### src/rtl/mem_stage_lsu.sv
// Registered MEM stage: ALU results pass through in one cycle, loads/stores run
// over a req/ack data port with lane steering, load extension and a timeout.
module mem_stage_lsu #(
    parameter int XLEN    = 32,
    parameter int REG_AW  = 5,
    parameter int TIMEOUT = 16
) (
    input  logic                clk,
    input  logic                rst,
    input  logic                valid_i,
    input  logic [REG_AW-1:0]   wd_i,
    input  logic                wreg_i,
    input  logic [XLEN-1:0]     wdata_i,
    input  logic [3:0]          mem_op_i,
    input  logic                mem_uns_i,
    input  logic [XLEN-1:0]     mem_addr_i,
    input  logic [XLEN-1:0]     mem_sdata_i,
    output logic                mem_req_o,
    output logic                mem_we_o,
    output logic [XLEN-1:0]     mem_addr_o,
    output logic [XLEN/8-1:0]   mem_be_o,
    output logic [XLEN-1:0]     mem_wdata_o,
    input  logic                mem_ack_i,
    input  logic [XLEN-1:0]     mem_rdata_i,
    output logic                stall_o,
    output logic                valid_o,
    output logic [REG_AW-1:0]   wd_o,
    output logic                wreg_o,
    output logic [XLEN-1:0]     wdata_o,
    output logic                err_o,
    output logic                dbg_busy
);
    localparam int BW = XLEN / 8;
    localparam int LB = $clog2(BW);
    localparam int TW = (TIMEOUT > 1) ? $clog2(TIMEOUT) : 1;
    localparam logic [TW-1:0] TMO_LAST = TW'((TIMEOUT > 0) ? TIMEOUT - 1 : 0);

    typedef enum logic {IDLE, BUSY} state_t;
    state_t state;

    logic [TW-1:0]     tmo_cnt;
    logic [REG_AW-1:0] l_wd;
    logic              l_wreg;
    logic [XLEN-1:0]   l_wdata;
    logic              l_uns;
    logic              l_store;
    logic [1:0]        l_size;
    logic [LB-1:0]     l_lane;

    logic [LB-1:0]   lane;
    logic            misaligned;
    logic [BW-1:0]   be_base;
    logic            tmo_hit;
    logic [XLEN-1:0] rshift;
    logic [XLEN-1:0] load_data;

    assign lane     = mem_addr_i[LB-1:0];
    assign dbg_busy = (state == BUSY);
    assign tmo_hit  = (TIMEOUT != 0) && (tmo_cnt == TMO_LAST) && !mem_ack_i;
    assign rshift   = mem_rdata_i >> {l_lane, 3'b000};

    always_comb begin
        misaligned = 1'b0;
        be_base    = BW'(1);
        case (mem_op_i[1:0])
            2'b00: be_base = BW'(1);
            2'b01: begin
                be_base    = BW'(3);
                misaligned = mem_addr_i[0];
            end
            2'b10: begin
                be_base    = BW'(15);
                misaligned = (mem_addr_i[1:0] != 2'b00);
            end
            default: begin
                be_base    = {BW{1'b1}};
                misaligned = (XLEN == 32) || (mem_addr_i[2:0] != 3'b000);
            end
        endcase
    end

    // Sized casts of signed slices sign-extend; unsigned slices zero-extend.
    always_comb begin
        load_data = rshift;
        case (l_size)
            2'b00: load_data = l_uns ? XLEN'(rshift[7:0])  : XLEN'($signed(rshift[7:0]));
            2'b01: load_data = l_uns ? XLEN'(rshift[15:0]) : XLEN'($signed(rshift[15:0]));
            2'b10: load_data = l_uns ? XLEN'(rshift[31:0]) : XLEN'($signed(rshift[31:0]));
            default: load_data = rshift;
        endcase
    end

    always_comb begin
        stall_o = 1'b0;
        if (state == IDLE)
            stall_o = valid_i && mem_op_i[3] && !misaligned;
        else
            stall_o = !mem_ack_i && !tmo_hit;
    end

    always_ff @(posedge clk) begin
        if (rst) begin
            state       <= IDLE;
            tmo_cnt     <= '0;
            valid_o     <= 1'b0;
            wd_o        <= '0;
            wreg_o      <= 1'b0;
            wdata_o     <= '0;
            err_o       <= 1'b0;
            mem_req_o   <= 1'b0;
            mem_we_o    <= 1'b0;
            mem_addr_o  <= '0;
            mem_be_o    <= '0;
            mem_wdata_o <= '0;
            l_wd        <= '0;
            l_wreg      <= 1'b0;
            l_wdata     <= '0;
            l_uns       <= 1'b0;
            l_store     <= 1'b0;
            l_size      <= 2'b00;
            l_lane      <= '0;
        end else begin
            valid_o <= 1'b0;
            err_o   <= 1'b0;
            case (state)
                IDLE: begin
                    wreg_o <= 1'b0;
                    if (valid_i) begin
                        wd_o <= wd_i;
                        if (!mem_op_i[3]) begin
                            valid_o <= 1'b1;
                            wreg_o  <= wreg_i;
                            wdata_o <= wdata_i;
                        end else if (misaligned) begin
                            valid_o <= 1'b1;
                            err_o   <= 1'b1;
                        end else begin
                            state       <= BUSY;
                            tmo_cnt     <= '0;
                            mem_req_o   <= 1'b1;
                            mem_we_o    <= mem_op_i[2];
                            mem_addr_o  <= {mem_addr_i[XLEN-1:LB], {LB{1'b0}}};
                            mem_be_o    <= be_base << lane;
                            mem_wdata_o <= mem_sdata_i << {lane, 3'b000};
                            l_wd        <= wd_i;
                            l_wreg      <= wreg_i;
                            l_wdata     <= wdata_i;
                            l_uns       <= mem_uns_i;
                            l_store     <= mem_op_i[2];
                            l_size      <= mem_op_i[1:0];
                            l_lane      <= lane;
                        end
                    end
                end
                default: begin
                    // An ack in the final timeout cycle still completes normally.
                    if (mem_ack_i) begin
                        state     <= IDLE;
                        mem_req_o <= 1'b0;
                        mem_we_o  <= 1'b0;
                        valid_o   <= 1'b1;
                        wreg_o    <= l_wreg;
                        wd_o      <= l_wd;
                        wdata_o   <= l_store ? l_wdata : load_data;
                    end else if (tmo_hit) begin
                        state     <= IDLE;
                        mem_req_o <= 1'b0;
                        mem_we_o  <= 1'b0;
                        valid_o   <= 1'b1;
                        wreg_o    <= 1'b0;
                        wd_o      <= l_wd;
                        err_o     <= 1'b1;
                    end else begin
                        tmo_cnt <= tmo_cnt + 1'b1;
                    end
                end
            endcase
        end
    end
endmodule

### config.mk
export PLATFORM = sky130hd
export DESIGN_NAME = mem_stage_lsu
export DESIGN_NICKNAME = d
export VERILOG_FILES = /design/src/rtl/mem_stage_lsu.sv
export SDC_FILE = /design/constraint.sdc
export NUM_CORES = 1
export LEC_CHECK = 0
export ABC_AREA = 1
export BUFFER_PORTS_ARGS = -buffer_cell sky130_fd_sc_hd__buf_2
export CAP_MARGIN = 20
export CORE_UTILIZATION = 40
export CTS_BUF_LIST = sky130_fd_sc_hd__clkbuf_4
export CTS_CLUSTER_SIZE = 14
export DETAILED_ROUTE_END_ITERATION = 6
export GPL_ROUTABILITY_DRIVEN = 0
export PLACE_DENSITY = 0.7
export SETUP_SLACK_MARGIN = 0.5
export SYNTH_ARGS = -nofsm -noshare
export SYNTH_HDL_FRONTEND = slang
export SYNTH_SLANG_ARGS = --single-unit
### constraint.sdc
create_clock -name clk -period 4.5 [get_ports clk]
set_clock_uncertainty 0.15 [all_clocks]
set_input_delay 0.9 -clock clk [delete_from_list [all_inputs] [get_ports clk]]
set_output_delay 0.9 -clock clk [all_outputs]
set_load 0.03 [all_outputs]
==> flow_summary.json <==
{
  "run_status": "finished with violations",
  "violations": "DRC",
  "p_clk_frac": 0.300,
  "cts_max_level": 4,
  "power_frac_seq": 0.496,
  "cp-start-kind": "flip-flop",
  "hpwl_um": 16000,
  "drc": 35,
  "die_y_um": 138,
  "crit_slowest_cell": "buf_4",
  "grt_pass1_vias": 7271,
  "fp.coreArea_um2": 18100,
  "crit_arrival_ns": 2.36,
  "synth.distinct_cells": 36,
  "place_worst_setup_slack_ns": 1.19,
  "timing_worst_setup_path_type": "reg -> out",
  "ios": 255,
  "r2r-start": "l_lane[0]",
  "fin_crit_sh": 0.757,
  "multi_input_area_um2": 3600,
  "slew_headroom": 0.309,
  "ys_seq_elements": 157,
  "dr_total_vias": 7917,
  "routed_wl_um": 23100,
  "firstDrtPassIters": 7,
  "io_buffers": 252,
  "clk_latency_ns": 0.57,
  "holdPathEnd": "l_wdata[28]",
  "row_count": 49,
  "ctsResizeCount": 0,
  "syn_to_final_growth_pct": 19.8,
  "cts-buffers-inserted": 17,
  "regArea_um2": 3140,
  "setup_ws_ns": 1.09,
  "p_leak_nw": 4.15,
  "grt_usage": 0.243,
  "critPathMaxFanout": 73,
  "worstPathRequired_ns": 3.45,
  "cap_violations": 0,
  "slowest_delay_ns": 0.64,
  "p_sw_frac": 0.337,
  "die_area_um2": 19200,
  "antenna_left": 0,
  "finalHoldViolations": 0,
  "max_freq_ghz": 0.294,
  "hold_path.class": "reg -> reg",
  "gr-total-overflow": 0,
  "internal_power_mw": 2.01,
  "cts_tree": "yes",
  "p_switching_mw": 1.02,
  "hold_depth": 2,
  "worstRegToRegCells": 7,
  "rsz0062_at_grt": "false",
  "worstHoldStart": "l_wdata[28]",
  "crit_top_cell": "nand2_1",
  "worst_pin_slew_ns": 1.04,
  "drt_iter0_markers": 635,
  "finalSetupTns_ns": 0,
  "clock-root-buffer": "clkbuf_4",
  "regToRegSetupSlack_ns": 1.67,
  "cts_sinks": 157,
  "grt_max_degree": 80,
  "r2r-end": "wdata_o[27]",
  "chipWidth_um": 138,
  "drive_gt1_frac": 0.258,
  "drv_slew": 0,
  "p_comb_frac": 0.204,
  "syn_area_um2": 7440,
  "syn_inst": 1071,
  "syn_area_per_cell_um2": 6.95,
  "wl_per_cell_um": 15.3,
  "finalSetupViolCount": 0,
  "antenna_found_initial": 1,
  "yosysSeqAreaShare": 0.422,
  "grt_pass1_wl_um": 37500,
  "path_cells": "inv_2, buf_4, nor2_1, nand2_1, nand2_1, buf_2",
  "nets": 1416,
  "fill_cells": 1853,
  "end_kind": "output pin",
  "path_clk_slew_ns": 0.13,
  "cts_setup_buffers": 0,
  "ir_drop_v": 0.000191,
  "viasPerCell": 5.23,
  "holdBufCountCts": 0,
  "clk_path_buf_depth": 2,
  "period_needed_ns": 3.41,
  "start_util": 0.411,
  "power_density_nw_per_um2": 341,
  "yosys_warnings": 0
}
[worst max-delay path by stage]
stage,start,endpoint,slack [ns],cells past startpoint
global placement,mem_addr_i[0],mem_wdata_o[0],1.25,10
detailed placement,mem_addr_i[0],mem_wdata_o[2],1.19,10
CTS,dbg_busy,stall_o,1.06,6
finish,dbg_busy,stall_o,1.09,6
floorplan,mem_addr_i[0],stall_o,1.69,7
global route,dbg_busy,stall_o,0.91,6
[metal layers]
metal,track usage,share of wire,up-vias
li1,-,-,3953
met2,0.376,0.44,368
met4,0.0911,0.022,0
met1,0.316,0.44,3560
met3,0.0755,0.099,36
met5,0,0,-
[worst max-delay path, delay by kind of cell (launching register included)]
kind                   cells  cell delay, ns
buffers and inverters      3            0.96
AND/OR/NAND/NOR            3            0.38
flip-flops                 1            0.46
[cell usage after synthesis, drive strengths merged]
library cell	instances	share of area
a21boi	1	0.0010
a21oi	203	0.14
a31oi	1	0.00084
a32oi	1	0.0012
buf	45	0.044
clkbuf	38	0.020
clkinv	2	0.0010
conb	1	0.00050
dfxtp	157	0.42
ha	1	0.0017
inv	59	0.030
nand2	295	0.15
nand3	72	0.050
nand4	2	0.0025
nor2	51	0.029
nor3	1	0.00067
o211a	5	0.0067
o211ai	3	0.0030
o21ai	125	0.084
o22ai	7	0.0059
xor2	1	0.0012
[cells by family (layout without fill, tap and decap cells)]
kind of cell	count (synthesis)	after routing	share of synthesized area
buffers and inverters	144	357	0.0948
and+or+nand+nor	421	421	0.236
DFF	157	157	0.422
AOI/OAI and AO/OA	346	346	0.244
xor gates and xnor gates	1	1	0.00118
adders and majority gates	1	1	0.00168
other	1	3	0.000504
[per-stage QoR]
stage	util	cells	area (µm²)	hold slack [ns]	total power [mW]
2_1_floorplan	-	1072	7440	0.280	1.95
3_3_place_gp	0.476	1482	8610	0.288	2.15
3_5_place_dp	0.476	1482	8610	0.294	2.15
4_1_cts	0.493	1514	8910	0.313	3.06
5_1_grt	0.493	1515	8910	0.328	3.19
6_report	0.493	1515	8910	0.311	3.03
[power by group through the flow]
stage	Sequential, mW	Combinational (mW)	Clock (mW)
final	1.50	0.620	0.910
after global routing	1.51	0.684	0.993
after CTS	1.50	0.618	0.939
after detailed placement	1.53	0.617	0
after global placement	1.53	0.614	0
after floorplan	1.63	0.316	0
[final cells by class]
| type | count | area share |
|---|---|---|
| Timing Repair Buffer | 264 | 0.152 |
| Inverter | 61 | 0.0257 |
| Antenna cell | 1 | 0.000281 |
| Multi-Input combinational cell | 771 | 0.404 |
| Sequential cell | 157 | 0.353 |
| Clock inverter | 14 | 0.0178 |
| Tap cell | 229 | 0.0322 |
| Clock buffer | 18 | 0.0152 |
[placed cells by master (no fill, tap or decap), drive strengths merged, types with 2 or more instances in the layout]
cell type / n
nand2: 295
buf: 264
a21oi: 203
dfxtp: 157
o21ai: 125
nand3: 72
inv: 66
nor2: 51
clkbuf: 18
o22ai: 7
clkinv: 6
o211a: 5
o211ai: 3
conb: 2
bufinv: 2
nand4: 2
[flip-flops by register name (all words and copies together) (netlist names)]
register and count:
dbg_busy 1, mem_be_o 4, mem_req_o 1, mem_addr_o 30, l_wdata 32, mem_wdata_o 32
valid_o 1, mem_we_o 1, l_lane 2, wdata_o 32, wreg_o 1, l_store 1
l_uns 1, wd_o 5, l_wreg 1, tmo_cnt 4, err_o 1, l_size 2
l_wd 5
Note: power is estimated with default switching activity, not from simulation.
